## src/rtl/platform_level_interrupt_controller__gateway.sv

```systemverilog
`default_nettype none
// ============================================================================
// Module   : platform_level_interrupt_controller__gateway
// Brief    : Per-source interrupt gateway bank. Turns raw level- or
//            edge-signalled device lines into pending bits (ip) and
//            terminates the claim/complete handshake. Source i has ID i+1.
//            ID 0 is reserved and means "no interrupt".
//            Optional feature macro: PLIC_GATEWAY_EDGE_COUNT_EN.
//            It adds an 8-bit saturating per-source counter that remembers
//            edges which arrive while the source is busy.
// Revision : 1.0 - initial release
// ============================================================================
module platform_level_interrupt_controller__gateway #(
    parameter int NUM_SOURCES = 32
) (
    input  logic                   clk,
    input  logic                   rst,
    input  logic [NUM_SOURCES-1:0] src,
    input  logic [NUM_SOURCES-1:0] edge_sel,
    input  logic                   claim_valid,
    input  logic [9:0]             claim_id,
    input  logic                   complete_valid,
    input  logic [9:0]             complete_id,
    output logic [NUM_SOURCES-1:0] ip,
    output logic [NUM_SOURCES-1:0] claimed
);

    // One-hot per-source gateway state.
    typedef enum logic [2:0] {
        ST_IDLE    = 3'b001,
        ST_PENDING = 3'b010,
        ST_CLAIMED = 3'b100
    } gw_state_t;

    // Previous value of every raw line, used for rising-edge detection.
    logic [NUM_SOURCES-1:0] src_q;

    // Sample the raw lines once per cycle for edge detection.
    always_ff @(posedge clk) begin
        if (rst) begin
            src_q <= '0;
        end else begin
            src_q <= src;
        end
    end

    for (genvar i = 0; i < NUM_SOURCES; i++) begin : g_src
        // IDs outside 1..NUM_SOURCES never match any source, so they are
        // ignored without any explicit range check.
        localparam logic [9:0] SRC_ID = 10'(i + 1);

        gw_state_t state;
        logic      pend_r;
        logic      clm_r;
        logic      claim_hit;
        logic      complete_hit;
        logic      rise;
        logic      req;

        assign claim_hit    = claim_valid    && (claim_id    == SRC_ID);
        assign complete_hit = complete_valid && (complete_id == SRC_ID);
        assign rise         = src[i] & ~src_q[i];

`ifdef PLIC_GATEWAY_EDGE_COUNT_EN
        logic [7:0] cnt;
        logic       busy;

        // An edge only counts when it cannot act right away: the source is
        // pending, or claimed without its complete arriving this cycle (a
        // complete-cycle edge re-pends the source directly instead).
        assign busy = (state == ST_PENDING) ||
                      ((state == ST_CLAIMED) && !complete_hit);

        assign req = edge_sel[i] ? (rise | (cnt != 8'd0)) : src[i];

        // Saturating edge counter; cleared while the source is level mode.
        always_ff @(posedge clk) begin
            if (rst) begin
                cnt <= 8'd0;
            end else if (!edge_sel[i]) begin
                cnt <= 8'd0;
            end else if ((state == ST_CLAIMED) && complete_hit && !rise &&
                         (cnt != 8'd0)) begin
                cnt <= cnt - 8'd1;
            end else if (rise && busy && (cnt != 8'hFF)) begin
                cnt <= cnt + 8'd1;
            end
        end
`else
        assign req = edge_sel[i] ? rise : src[i];
`endif

        // Gateway state machine with registered ip / claimed outputs.
        always_ff @(posedge clk) begin
            if (rst) begin
                state  <= ST_IDLE;
                pend_r <= 1'b0;
                clm_r  <= 1'b0;
            end else begin
                case (state)
                    ST_IDLE: begin
                        if (req) begin
                            state  <= ST_PENDING;
                            pend_r <= 1'b1;
                            clm_r  <= 1'b0;
                        end
                    end
                    ST_PENDING: begin
                        // No retraction: a pending source waits for its claim
                        // even if a level line drops.
                        if (claim_hit) begin
                            state  <= ST_CLAIMED;
                            pend_r <= 1'b0;
                            clm_r  <= 1'b1;
                        end
                    end
                    ST_CLAIMED: begin
                        if (complete_hit) begin
                            if (req) begin
                                state  <= ST_PENDING;
                                pend_r <= 1'b1;
                                clm_r  <= 1'b0;
                            end else begin
                                state  <= ST_IDLE;
                                pend_r <= 1'b0;
                                clm_r  <= 1'b0;
                            end
                        end
                    end
                    default: begin
                        state  <= ST_IDLE;
                        pend_r <= 1'b0;
                        clm_r  <= 1'b0;
                    end
                endcase
            end
        end

        assign ip[i]      = pend_r;
        assign claimed[i] = clm_r;
    end

endmodule
`default_nettype wire
```

## config.mk

```make
export PLATFORM = sky130hd
export DESIGN_NAME = platform_level_interrupt_controller__gateway
export DESIGN_NICKNAME = d
export VERILOG_FILES = /design/src/rtl/platform_level_interrupt_controller__gateway.sv
export SDC_FILE = /design/constraint.sdc
export NUM_CORES = 1
export LEC_CHECK = 0
export CORE_ASPECT_RATIO = 2
export CORE_MARGIN = 2
export CORE_UTILIZATION = 49
export CTS_CLUSTER_DIAMETER = 150
export CTS_CLUSTER_SIZE = 12
export DETAILED_ROUTE_END_ITERATION = 16
export PLACE_DENSITY_LB_ADDON = 0.25
export SLEW_MARGIN = 5
export SYNTH_ARGS = -nofsm -noshare
export SYNTH_HDL_FRONTEND = slang
export SYNTH_SLANG_ARGS = --single-unit
export TNS_END_PERCENT = 20
```

## constraint.sdc

```tcl
create_clock -name clk -period 1.9 [get_ports clk]
set_input_delay 0.19 -clock clk [delete_from_list [all_inputs] [get_ports clk]]
set_output_delay 0.19 -clock clk [all_outputs]
set_load 0.02 [all_outputs]
```

==> results.json, run 1 <==
{
  "instances_no_fill": 1665,
  "place_inst": 1633,
  "hold_viol": 0,
  "drtAntennaViolNets": 0,
  "critical_path_class": "in2reg",
  "synthAdderAreaFrac": 0,
  "place.gp.congestion": 0.910,
  "r2r_cells": 5,
  "synth_cell_types": 79,
  "vias": 9495,
  "fmax_ghz": 0.530,
  "io_pins": 152,
  "hold_class": "in2reg",
  "die-height_um": 201,
  "regArea_um2": 3600,
  "htreeDepth": 4,
  "synth_top_family_by_area": "simple AND/OR/NAND/NOR gates",
  "grt_pass1_wl_um": 44700,
  "r2r_start": "g_src[7].state[0]",
  "post-synth-top-area-cell": "dfxtp_1",
  "clock-sinks": 180,
  "synth_top_area_frac": 0.377,
  "grt_pass1_vias": 9504,
  "grt_overflow_total": 0,
  "avgViaCountPerCell": 5.70,
  "max_stage_delay_ns": 0.73,
  "seq_area_frac_synth": 0.377,
  "grt_max_degree": 30,
  "drc": 0,
  "crit_arrival_ns": 2.21,
  "nNetsFinal": 1482,
  "startpoint_type": "input port",
  "clkTransAtPathRegs_ns": 0.07,
  "rows": 72,
  "cpMaxStageDelayCell": "or4b_2",
  "irDropWorstVdd_uv": 515,
  "postSynth.asyncResetShare": 0,
  "power_density_nw_per_um2": 779,
  "clock-root-buffer": "clkbuf_16",
  "path_depth": 7,
  "synth_area_um2": 9550,
  "cts_tree": "yes",
  "die_w_um": 103,
  "r2r_end": "g_src[7].pend_r",
  "yosysWarningCount": 0,
  "start_util": 0.498,
  "syn_area_per_cell_um2": 8.10,
  "skew_ns": 0.00878,
  "synth-edff-count": 0,
  "yosys.area_share.simple": 0.288,
  "required_ns": 2.22,
  "p_leak_nw": 4.94,
  "reg2reg_slack_ns": 0.11,
  "synth_most_common_cell": "dfxtp_1",
  "relSlewSlack": 0.632,
  "hp-start": "rst",
  "whs_path_depth": 2,
  "antenna_cells": 0,
  "hold_end": "g_src[4].state[1]",
  "wl_per_cell_um": 17.0,
  "rsz0062_at_grt": "true",
  "fin_area_um2": 12600,
  "ctsLongestPathBuffers": 2,
  "cts_made_buffers": 17,
  "area_growth_pct": 32.2,
  "finalCriticalPeriod_ns": 1.89,
  "multi_input_area_um2": 5270,
  "synth_cells": 1179,
  "fp.dieArea_um2": 20700,
  "clk_latency_ns": 0.44,
  "ys_top_cells_by_area": "dfxtp_1 (38%), a21oi_1 (6.5%), buf_4 (5.0%)",
  "setup_viol": 0,
  "period_share": 0.994,
  "core_um2": 19200,
  "fill_cells": 1609,
  "crit_family": "simple AND/OR/NAND/NOR gates",
  "critPathMaxFanout": 5,
  "drt_wl_total_um": 28200,
  "synth_nets": 1267,
  "drtIter0Drc": 335,
  "synth_compound_area_frac": 0.233,
  "status": "completed",
  "postPlaceCellArea_um2": 11900,
  "synth_xor_area_frac": 0.0147,
  "dp_hpwl_um": 21900,
  "synthMuxAreaShare": 0.00760,
  "finalMaxSlewViolations": 0,
  "path_cells": "clkdlybuf4s50_1, or4b_2, nor3_1, buf_4, nand2b_1, a31o_2, a21oi_1",
  "io_buffers": 151,
  "synth.top_cells.by_count": "dfxtp_1 (180), a21oi_1 (125), nand2_1 (110), nor2_1 (85), buf_4 (64)",
  "synth_flop_cell": "dfxtp_1",
  "first_pass_iters": 5,
  "cap_violations": 0,
  "antenna_found_initial": 0,
  "worstMarginPinSlew_ns": 0.538,
  "ys_ff_latch": 180,
  "track_usage": 0.273,
  "path_buf_inv": 2,
  "drive_above_1_share": 0.171,
  "worst_setup_path_end_kind": "flip-flop"
}
==> state kept, by name (all words and copies together), names as in the netlist <==
| signal | cells |
|---|---|
| g_src.state | 96 |
| g_src.clm_r | 20 |
| g_src.pend_r | 32 |
| src_q | 32 |
==> layout by cell type (no fill, tap or decap), drive strengths merged, types with 6 or more instances in the layout <==
master         count
xnor2             12
nand3             37
or3b              14
o21ai             42
clkdlybuf4s50    144
nand2b            47
clkbuf            19
nor2              86
a21boi            32
clkinv             6
o211ai            11
or3               12
nand2            110
buf              153
dfxtp            180
nor4b              9
dlymetal6s2s       6
nand4              9
nand3b            11
and2               7
o31ai             23
a211oi            16
a21o               7
o22ai              6
nor2b             58
a21oi            125
a211o             11
a31oi             14
nor3b             23
inv               27
nor3              38
nor4               7
and3              13
==> final cells by class <==
type                       count  share of cell area
clock inverter                12              0.0143
timing repair buffer         303               0.214
inverter                      27             0.00802
multi-input combinational    865               0.417
clock buffer                  19              0.0351
tap                          259              0.0257
sequential                   180               0.285
==> power by group <==
part	total, mW	switching (mW)	internal [mW]
clock network	3.78	1.54	2.24
logic	1.80	0.879	0.918
registers	4.27	0.237	4.03
total	9.84	2.66	7.19
==> logic make-up after synthesis <==
kind of cell / Yosys count
mux: 7
flops: 180
simple gates: 503
compound gates: 339
xor+xnor: 16
buf+inv: 134
==> through the flow <==
stage	total power [mW]	util	hold WS (ns)	setup WS, ns	TNS, ns
final	9.84	0.658	0.122	0.0114	0
after global routing	10.2	0.658	0.117	-0.0663	-0.374
after CTS	9.86	0.653	0.115	0.0266	0
after detailed placement	6.11	0.620	0.456	-0.488	-37.52
after global placement	6.07	0.620	0.449	-0.448	-34.58
after floorplan	5.42	-	0.318	0.0639	0
==> worst max path at each step <==
| stage | startpoint | end | slack (ns) |
|---|---|---|---|
| after CTS | complete_valid | g_src[6].clm_r | 0.03 |
| final | claim_id[3] | g_src[6].pend_r | 0.01 |
| after detailed placement | complete_id[7] | g_src[13].pend_r | -0.49 |
| after floorplan | claim_id[7] | g_src[9].clm_r | 0.06 |
| after global routing | claim_id[3] | g_src[6].pend_r | -0.07 |
| after global placement | claim_id[3] | g_src[6].pend_r | -0.45 |
==> timing repair <==
item                                    4_1_cts  5_1_grt
pin swaps                                     0        8
endpoints found under the setup margin        4       37
resized for setup                             1       23
gates cloned                                  0        0
endpoints found under the hold margin         0        0
hold buffers                                  0        0
buffers inserted                              0        1
==> layer usage <==
layer  wire, um  GRT usage  vias to the layer above
li1           -          -                     4618
met1      10300      0.274                     4505
met2      15200      0.500                      280
met3       1140     0.0424                       92
met4       1610      0.178                        0
met5          0          0                        -
(Power assumes the default switching activity.)
==> run 2: changes to the inputs <==
Settings changed: SKIP_LAST_GASP set to 1.
==> results.json, run 2 (synthesis results as in run 1) <==
{
  "power_switching_share": 0.269,
  "drtAntennaViolNets": 0,
  "grt_max_degree": 30,
  "reg2reg_slack_ns": 0.11,
  "mostFrequentLayoutCell": "dfxtp_1",
  "area_growth_pct": 31.7,
  "cts_made_buffers": 17,
  "largest_register_ffs": 96,
  "fin_area_um2": 12600,
  "die_w_um": 103,
  "cts_hold_buf": 0,
  "die-height_um": 201,
  "cts_tree": "yes",
  "finalCriticalPeriod_ns": 1.89,
  "rows": 72,
  "power_frac_clock": 0.384,
  "first_pass_iters": 5,
  "postPlaceCellArea_um2": 11900,
  "htreeDepth": 4,
  "period_share": 0.995,
  "worst_setup_path_end_kind": "flip-flop",
  "io_buffers": 151,
  "wl_per_cell_um": 16.9,
  "hold_viol": 0,
  "final.setup.worst_slack_ns": 0.00924,
  "p_sw_mw": 2.65,
  "fp.dieArea_um2": 20700,
  "crit_top_cell": "buf_4",
  "path_cells": "clkdlybuf4s50_1, or4_4, buf_4, nor2_2, buf_4, nand3_1, o21ai_0, and3_1",
  "antenna_cells": 0,
  "largest-register": "g_src.state",
  "crit_arrival_ns": 2.27,
  "mostFrequentLayoutCells": "dfxtp_1 (180), buf_4 (150), clkdlybuf4s50_1 (148)",
  "status": "completed",
  "finalMaxSlewViolations": 0,
  "cap_violations": 0,
  "hp-start": "rst",
  "ctsLongestPathBuffers": 2,
  "fill_cells": 1620,
  "whs_path_depth": 2,
  "hold_ws_ns": 0.127,
  "combPwrFrac": 0.182,
  "cpMaxStageDelayCell": "or4_4",
  "r2r_cells": 5,
  "antenna_found_initial": 0,
  "setup_viol": 0,
  "track_usage": 0.273,
  "drc": 0,
  "grt_overflow_total": 0,
  "drt_wl_total_um": 28100,
  "clock-sinks": 180,
  "p_leak_nw": 4.90,
  "io_pins": 152,
  "clkTransAtPathRegs_ns": 0.07,
  "dp_hpwl_um": 21900,
  "relSlewSlack": 0.617,
  "r2r_end": "g_src[7].pend_r",
  "tns_ns": 0,
  "p_seq_frac": 0.434,
  "core_um2": 19200,
  "irDropWorstVdd_uv": 516,
  "grt_pass1_wl_um": 44700,
  "drtIter0Drc": 341,
  "skew_ns": 0.0111,
  "avgViaCountPerCell": 5.69,
  "hold_class": "in2reg",
  "nNetsFinal": 1482,
  "dp_slack_ns": -0.488,
  "fmax_ghz": 0.529,
  "critical_path_class": "in2reg",
  "critPathMaxFanout": 9,
  "vias": 9467,
  "startpoint_type": "input port",
  "required_ns": 2.28,
  "clk_latency_ns": 0.44,
  "hold_end": "g_src[4].state[1]",
  "max_stage_delay_ns": 0.63,
  "power_density_nw_per_um2": 781,
  "worstMarginPinSlew_ns": 0.573,
  "start_util": 0.498,
  "fin_util": 0.656,
  "drive_above_1_share": 0.168,
  "r2r_start": "g_src[7].state[0]",
  "grt_pass1_vias": 9504,
  "intPower_mw": 7.18,
  "rsz0062_at_grt": "true",
  "clock-root-buffer": "clkbuf_16",
  "top_regs": "g_src.state (96), g_src.pend_r (32), src_q (32)",
  "place.gp.congestion": 0.910
}
run 2: cell count changes in the layout (fill, tap and decap cells not counted), sizes merged:
| cell | before | now |
|---|---|---|
| clkdlybuf4s50 | 144 | 148 |
| dlymetal6s2s | 6 | 2 |
run 2: power by group through the flow:
stage               registers (mW)  logic (mW)  clock network [mW]
global route                  4.31        1.96                3.96
CTS                           4.26        1.78                3.82
detailed placement            4.35        1.76                   0
floorplan                     4.26        1.15                   0
global placement              4.34        1.73                   0
finish                        4.27        1.79                3.77
run 2: worst max-delay path, delay by kind of cell:
kind	cells	cell delay [ns]
buffers and inverters	3	0.81
AOI/OAI and AO/OA	1	0.14
and+or+nand+nor	4	1.12
run 2: worst max path at each step:
stage / slack [ns] / cells after the start / endpoint / from
after floorplan: 0.06 / 5 / g_src[9].clm_r / claim_id[7]
after global placement: -0.45 / 7 / g_src[6].pend_r / claim_id[3]
after detailed placement: -0.49 / 9 / g_src[13].pend_r / complete_id[7]
after CTS: 0.03 / 6 / g_src[6].clm_r / complete_valid
after global routing: -0.07 / 7 / g_src[5].pend_r / claim_id[7]
final: 0.009 / 8 / g_src[21].state[2] / claim_id[7]
run 2: per-layer routing:
metal	track usage	vias to the layer above	routed length, um
li1	-	4616	-
met1	0.274	4479	10200
met2	0.500	277	15100
met3	0.0424	95	1190
met4	0.178	0	1680
met5	0	-	0
run 2: what timing repair did:
item                       CTS  global route
pin swaps                    0             5
gates cloned                 0             0
resized for setup            1            12
setup endpoints to repair    4            37
setup buffers                0             1
run 2: through the flow:
step / std cells / power [mW]
after global placement: 1633 / 6.07
after floorplan: 1179 / 5.42
after global routing: 1665 / 10.2
final: 1665 / 9.83
after detailed placement: 1633 / 6.11
after CTS: 1664 / 9.86
run 2: area by class of cell:
class	instances	area, um^2	area share
repair buffers	303	2690	0.214
inverters	27	101	0.00805
clock inverters	12	180	0.0143
well taps	259	324	0.0258
clock buffers	19	443	0.0352
flip-flops and latches	180	3600	0.286
multi-input cells	865	5240	0.416
